<file path="config.mk">
export PLATFORM = sky130hd
export DESIGN_NAME = bbox_traverser
export DESIGN_NICKNAME = d
export VERILOG_FILES = /design/src/rtl/bbox_traverser_pkg.sv /design/src/rtl/bbox_axis_counter.sv /design/src/rtl/bbox_traverser.sv
export SDC_FILE = /design/constraint.sdc
export NUM_CORES = 1
export LEC_CHECK = 0
export CAP_MARGIN = 10
export CORE_UTILIZATION = 35
export DETAILED_ROUTE_END_ITERATION = 7
export PLACE_DENSITY_LB_ADDON = 0.3
export SYNTH_ARGS = -nofsm -noshare
export SYNTH_HDL_FRONTEND = slang
export SYNTH_SLANG_ARGS = --single-unit
</file>
<file path="constraint.sdc">
create_clock -name clk -period 1.75 [get_ports clk]
set_input_delay 0.2625 -clock clk [delete_from_list [all_inputs] [get_ports clk]]
set_output_delay 0.2625 -clock clk [all_outputs]
set_load 0.02 [all_outputs]
</file>
<file path="src/rtl/bbox_traverser_pkg.sv">
// Shared rasterizer constants and FSM encoding for the bounding-box traverser.
package bbox_traverser_pkg;

  localparam int unsigned WIDTH     = 16;
  localparam int unsigned FRAC_BITS = 6;
  localparam int unsigned PIX_STEP  = 1 << FRAC_BITS;
  localparam int unsigned HALF_PIX  = 1 << (FRAC_BITS - 1);

  typedef enum logic {
    IDLE = 1'b0,
    RUN  = 1'b1
  } state_t;

endpackage

</file>
<file path="src/rtl/bbox_axis_counter.sv">
// One traversal axis: holds min/bound, steps by one pixel, wraps to min at the bound.
module bbox_axis_counter #(
  parameter int unsigned WIDTH = 16,
  parameter int unsigned STEP  = 64
) (
  input  logic             clk,
  input  logic             rst,
  input  logic             load,
  input  logic [WIDTH-1:0] load_min,
  input  logic [WIDTH-1:0] load_bound,
  input  logic             step_en,
  output logic [WIDTH-1:0] value,
  output logic             at_bound_c,
  output logic             wrap_c
);

  logic [WIDTH-1:0] min_q;
  logic [WIDTH-1:0] bound_q;
  logic [WIDTH-1:0] value_q;

  // Equality against the bound keeps a 0xFFC0 edge from ever wrapping through zero.
  assign at_bound_c = (value_q == bound_q);
  assign wrap_c     = step_en && at_bound_c;
  assign value      = value_q;

  // Load bounds on capture, otherwise step or wrap back to min.
  always_ff @(posedge clk or posedge rst) begin
    if (rst) begin
      min_q   <= '0;
      bound_q <= '0;
      value_q <= '0;
    end else if (load) begin
      min_q   <= load_min;
      bound_q <= load_bound;
      value_q <= load_min;
    end else if (step_en) begin
      value_q <= at_bound_c ? min_q : value_q + WIDTH'(STEP);
    end
  end

endmodule

</file>
<file path="src/rtl/bbox_traverser.sv">
// Walks every pixel of a captured bounding box in raster order, one sample per cycle.
// Optional BBOX_SAMPLE_CENTER_EN: offsets output coordinates by half a pixel.
module bbox_traverser
  import bbox_traverser_pkg::*;
#(
  parameter int unsigned WIDTH     = bbox_traverser_pkg::WIDTH,
  parameter int unsigned FRAC_BITS = bbox_traverser_pkg::FRAC_BITS
) (
  input  logic             clk,
  input  logic             rst,
  input  logic [WIDTH-1:0] XMIN,
  input  logic [WIDTH-1:0] XMAX,
  input  logic [WIDTH-1:0] YMIN,
  input  logic [WIDTH-1:0] YMAX,
  input  logic             bbox_valid,
  output logic             bbox_ready,
  output logic [WIDTH-1:0] sample_x,
  output logic [WIDTH-1:0] sample_y,
  output logic             sample_valid,
  input  logic             sample_ready,
  output logic             sample_last,
  output logic             done,
  output logic             busy
);

  localparam int unsigned STEP = 1 << FRAC_BITS;
  localparam int unsigned HALF = 1 << (FRAC_BITS - 1);
  localparam logic [WIDTH-1:0] MASK = ~WIDTH'(STEP - 1);

  state_t state_q, state_d;
  logic   ready_q, ready_d;
  logic   valid_q, valid_d;
  logic   busy_q,  busy_d;
  logic   done_q,  done_d;

  logic [WIDTH-1:0] xmin_m_c, xmax_m_c, ymin_m_c, ymax_m_c;
  logic             accept_c, advance_c, empty_c;
  logic [WIDTH-1:0] x_val, y_val;
  logic             x_at_c, y_at_c, x_wrap_c, y_wrap_c;

  // Floor inputs to the pixel grid and classify the box.
  assign xmin_m_c  = XMIN & MASK;
  assign xmax_m_c  = XMAX & MASK;
  assign ymin_m_c  = YMIN & MASK;
  assign ymax_m_c  = YMAX & MASK;
  assign empty_c   = (xmin_m_c > xmax_m_c) || (ymin_m_c > ymax_m_c);
  assign accept_c  = bbox_valid && ready_q;
  assign advance_c = valid_q && sample_ready;

  bbox_axis_counter #(.WIDTH(WIDTH), .STEP(STEP)) u_x (
    .clk        (clk),
    .rst        (rst),
    .load       (accept_c),
    .load_min   (xmin_m_c),
    .load_bound (xmax_m_c),
    .step_en    (advance_c),
    .value      (x_val),
    .at_bound_c (x_at_c),
    .wrap_c     (x_wrap_c)
  );

  // Row advances only when the x axis wraps.
  bbox_axis_counter #(.WIDTH(WIDTH), .STEP(STEP)) u_y (
    .clk        (clk),
    .rst        (rst),
    .load       (accept_c),
    .load_min   (ymin_m_c),
    .load_bound (ymax_m_c),
    .step_en    (x_wrap_c),
    .value      (y_val),
    .at_bound_c (y_at_c),
    .wrap_c     (y_wrap_c)
  );

  // State and registered control outputs.
  always_ff @(posedge clk or posedge rst) begin
    if (rst) begin
      state_q <= IDLE;
      ready_q <= 1'b1;
      valid_q <= 1'b0;
      busy_q  <= 1'b0;
      done_q  <= 1'b0;
    end else begin
      state_q <= state_d;
      ready_q <= ready_d;
      valid_q <= valid_d;
      busy_q  <= busy_d;
      done_q  <= done_d;
    end
  end

  // Next state: empty boxes finish from IDLE, full boxes end on the final handshake.
  always_comb begin
    state_d = state_q;
    done_d  = 1'b0;
    case (state_q)
      IDLE: begin
        if (accept_c) begin
          if (empty_c) done_d  = 1'b1;
          else         state_d = RUN;
        end
      end
      RUN: begin
        if (y_wrap_c) begin
          state_d = IDLE;
          done_d  = 1'b1;
        end
      end
      default: state_d = IDLE;
    endcase
    ready_d = (state_d == IDLE);
    valid_d = (state_d == RUN);
    busy_d  = (state_d == RUN);
  end

  assign bbox_ready   = ready_q;
  assign sample_valid = valid_q;
  assign busy         = busy_q;
  assign done         = done_q;
  assign sample_last  = valid_q && x_at_c && y_at_c;

`ifdef BBOX_SAMPLE_CENTER_EN
  // Half-pixel offset is applied at the output only and wraps modulo 2^WIDTH.
  assign sample_x = x_val + WIDTH'(HALF);
  assign sample_y = y_val + WIDTH'(HALF);
`else
  // Pixel corner coordinates exactly as counted.
  assign sample_x = x_val;
  assign sample_y = y_val;
`endif

endmodule

</file>
==> metrics.md <==
| Metric | Value |
|---|---|
| PortBufs | 68 |
| Max frequency | 488 MHz |
| Worst skew pair latency | about 330 ps |
| Die Area | about 12000 µm² |
| Crit path cell chain | xor2_1, nor4_4, and3_4, and3_4, buf_6 |
| Tot GR Track Use | between 20% and 30% |
| Share of layout cells above drive strength 1 | about a third |
| Post-route insts no fill | 740 |
| Setup slack after placement | -805 ps |
| Total Wirelength | between 10000 and 15000 µm |
| Fin util | 54.9% |
| Worst hold-check path type | in -> reg |
| Worst Setup Slack, final | -298 ps |
| Required time of the critical path | 1490 ps |
| Synth cell types | roughly 60 |
| Setup Skew | about 11 ps |
| Post-DP HPWL | 8700 µm |
| Crit path top cell by count | and3_4 |
| Post-synth ARST share | 100% |
| Largest stage delay, worst path | about 410 ps |
| Final setup vio count | 8 |
| Worst VDD drop | ~670 µV |
| DIE HEIGHT | roughly 110 µm |
| Avg WL per Cell | approximately 17 µm |
| Outcome | complete, but fails checks |
| Final hold violations | 0 |
| # diodes | 0 |
| # fillers | 1014 |
| Final #Nets | ~680 |
| Pwr Density | 1650 nW/µm² |
| First-pass GRT wire length | around 19000 µm |
| Main synth FF type | dfrtp_1 |
| Grt total ovfl | 0 |
| Violated checks | setup timing |
| CP max stage cell | dfrtp_2 |
| Iter 0 DRT Violations | approximately 300 |
| Crit Path Category | reg -> out |
| Max clock buf depth | 2 |
| Clock Pin Slew Worst Setup and Hold Paths | roughly 60 ps |
| Vias | roughly 3800 |
| Setup tns final | -570 ps |
| Leak | about 2.9 nW |
| TritonCTS buffer count | 9 |
| Vias in the first global route | roughly 3700 |
| Placed cells | 713 |
| Routed Antenna Nets | 0 |
| CTS root buf | clkbuf_16 |
| GP Congestion | ~0.83 |
| WHS | about 270 ps |
| Syn avg cell area | 9.07 µm² |
| Max Slew Vio Count | 0 |
| Worst Path Arrival | 1790 ps |
| Avg Vias per Cell | just over 5 |
| Critical Path End Type | primary output |
| MaxCap Viol Count | 0 |
| Critical path fanouts, max | 2 |
| Startpoint Class | flip-flop |
| Tcrit/Tclk final | 117% |
| Total power draw | between 10 and 15 mW |
| Min Tclk post-route | slightly above 2000 ps |
| Chip Width | 110 µm |
| H-tree levels | 3 |
| Synthesized cell area | roughly 4100 µm² |
| Design area | between 6000 and 7000 µm² |
| Initial antenna violation count | 0 |
| Post-DP Area | about 5500 µm² |
| Area growth, synth to finish | 52.4% |
| Largest net degree at the start of global routing | 64 |
| Post-Syn Instances | about 450 |
| # DRC | 0 |
| Number of synthesized flops with an enable pin | 0 |
| Core area | around 11000 µm² |
| CTS sink cnt | 63 |
| Drt pass-1 iters | 6 |
| I/O pin count | 105 |
| Synth warn | 0 |
| CTS tree | built |
| Register bit count reported by yosys | 63 |
| Post-synthesis sequential area ratio | 38.4% |
| # rows | 39 |
| Initial Utilization | a little over a third |
| RSZ-0062 raised after global routing | yes |
[synthesized netlist by cell type (2+ instances only)]
| cell type | instances | area, µm² |
|---|---|---|
| o211ai_1 | 17 | 128 |
| buf_4 | 18 | 135 |
| a2bb2oi_1 | 2 | 17.5 |
| xor2_1 | 14 | 123 |
| a31oi_1 | 12 | 75.1 |
| nand4_1 | 12 | 75.1 |
| xnor2_1 | 14 | 123 |
| nor3_1 | 3 | 15.0 |
| buf_2 | 5 | 25.0 |
| o31ai_1 | 6 | 45.0 |
| nand2_1 | 85 | 319 |
| and2_1 | 4 | 25.0 |
| inv_1 | 36 | 135 |
| nand2b_1 | 2 | 12.5 |
| o21ai_1 | 2 | 10.0 |
| a22o_1 | 3 | 26.3 |
| o21ai_0 | 24 | 120 |
| dfrtp_1 | 62 | 1550 |
| mux2i_1 | 3 | 30.0 |
| o2bb2ai_1 | 2 | 17.5 |
| a21o_1 | 5 | 37.5 |
| nand4_4 | 2 | 42.5 |
| nand4b_1 | 8 | 70.1 |
| nor2_1 | 17 | 63.8 |
| xnor2_2 | 4 | 65.1 |
| a2111oi_0 | 2 | 17.5 |
| buf_6 | 2 | 22.5 |
| nor4_4 | 2 | 42.5 |
| nand3_2 | 3 | 30.0 |
| clkbuf_1 | 12 | 45.0 |
| a211oi_1 | 3 | 22.5 |
| and3_1 | 4 | 25.0 |
| nand3_1 | 7 | 35.0 |
| ha_1 | 22 | 275 |
| a21oi_1 | 8 | 40.0 |
| and4_1 | 3 | 26.3 |
[path summary, 6_finish.rpt]
| path | from | end | slack [ps] | depth (start not counted) |
|---|---|---|---|---|
| min | XMAX[10] | u_x.bound_q[10]$_DFFE_PP0P_ | 270 | 3 |
| max in group asynchronous | rst | bbox_ready$_DFF_PP1_ | 1070 | 3 |
| min reg2reg | u_y.min_q[8]$_DFFE_PP0P_ | u_y.min_q[8]$_DFFE_PP0P_ | 470 | 2 |
| min in group asynchronous | rst | u_y.min_q[9]$_DFFE_PP0P_ | 370 | 3 |
| max | u_y.value[6]$_DFFE_PP0P_ | sample_last | -300 | 5 |
| max reg2reg | u_y.value[6]$_DFFE_PP0P_ | u_y.value[15]$_DFFE_PP0P_ | -110 | 7 |
[cell usage in the layout (no fill, tap or decap), types with 10 or more instances in the layout]
cell and n:
conb_1 12, xor2_1 14, dlygate4sd2_1 30, clkdlybuf4s50_1 21, nand4_1 12, a31oi_1 11, o21ai_0 23, o211ai_1 17
ha_4 12, dfrtp_1 54, inv_2 13, nand2_1 84, inv_1 22, nor2_1 16, xnor2_2 10, buf_4 79
dlymetal6s2s_1 16
[area by class of cell]
cell class / instances / area (µm²) / share of cell area (%)
Multi-Input combinational cell: 327 / 2630 / 41.9
Sequential cell: 63 / 1590 / 25.3
Tap cell: 143 / 179 / 2.86
Clock buffer: 10 / 229 / 3.66
Timing Repair Buffer: 155 / 1420 / 22.6
Clock inverter: 6 / 86.3 / 1.38
Inverter: 36 / 139 / 2.22
[flip-flops by register name, indices dropped and copies added, names as in the netlist]
| name | flops |
|---|---|
| u_x.bound_q | 10 |
| u_x.min_q | 10 |
| u_x.value | 10 |
| u_y.bound_q | 10 |
| u_y.min_q | 10 |
| u_y.value | 10 |
| bbox_ready | 1 |
| busy | 1 |
| done | 1 |
[worst max-delay path: cells and delay by family, from the launching register on]
family | cells | cell delay (ps)
buf+inv | 1 | 110
simple gates | 3 | 750
flops | 1 | 410
xor+xnor | 1 | 190
[metal layers]
| metal | vias up | routed length (µm) | global-route usage, % |
|---|---|---|---|
| met4 | 0 | 170 | 5.64 |
| met5 | - | 0 | 0 |
| met1 | 1835 | 5530 | 29.4 |
| met2 | 151 | 5720 | 33.2 |
| li1 | 1835 | - | - |
| met3 | 11 | 837 | 4.64 |
[power breakdown]
part	switching [mW]	total, mW	internal (mW)
Clock	0.675	1.92	1.24
Sequential	0.548	2.71	2.17
Combinational	3.08	5.71	2.63
[what timing repair did]
action                                  in CTS  in global routing
resized for setup                           86                 40
setup buffers                               10                  3
hold buffers                                 0                  0
endpoints found under the setup margin      15                 24
pin swaps                                   26                 22
[cells by family (layout without fill, tap and decap cells)]
| family | after synthesis | count (layout) | synth area share, % |
|---|---|---|---|
| mux | 3 | 3 | 0.731 |
| flops | 63 | 63 | 38.4 |
| xor+xnor | 33 | 33 | 8.22 |
| other cells | 1 | 12 | 0.0913 |
| compound gates | 97 | 97 | 16.4 |
| fa+ha+maj | 22 | 22 | 6.70 |
| simple gates | 160 | 160 | 20.6 |
| buf+inv | 74 | 207 | 8.92 |
Note: power is estimated with default switching activity, not from simulation.
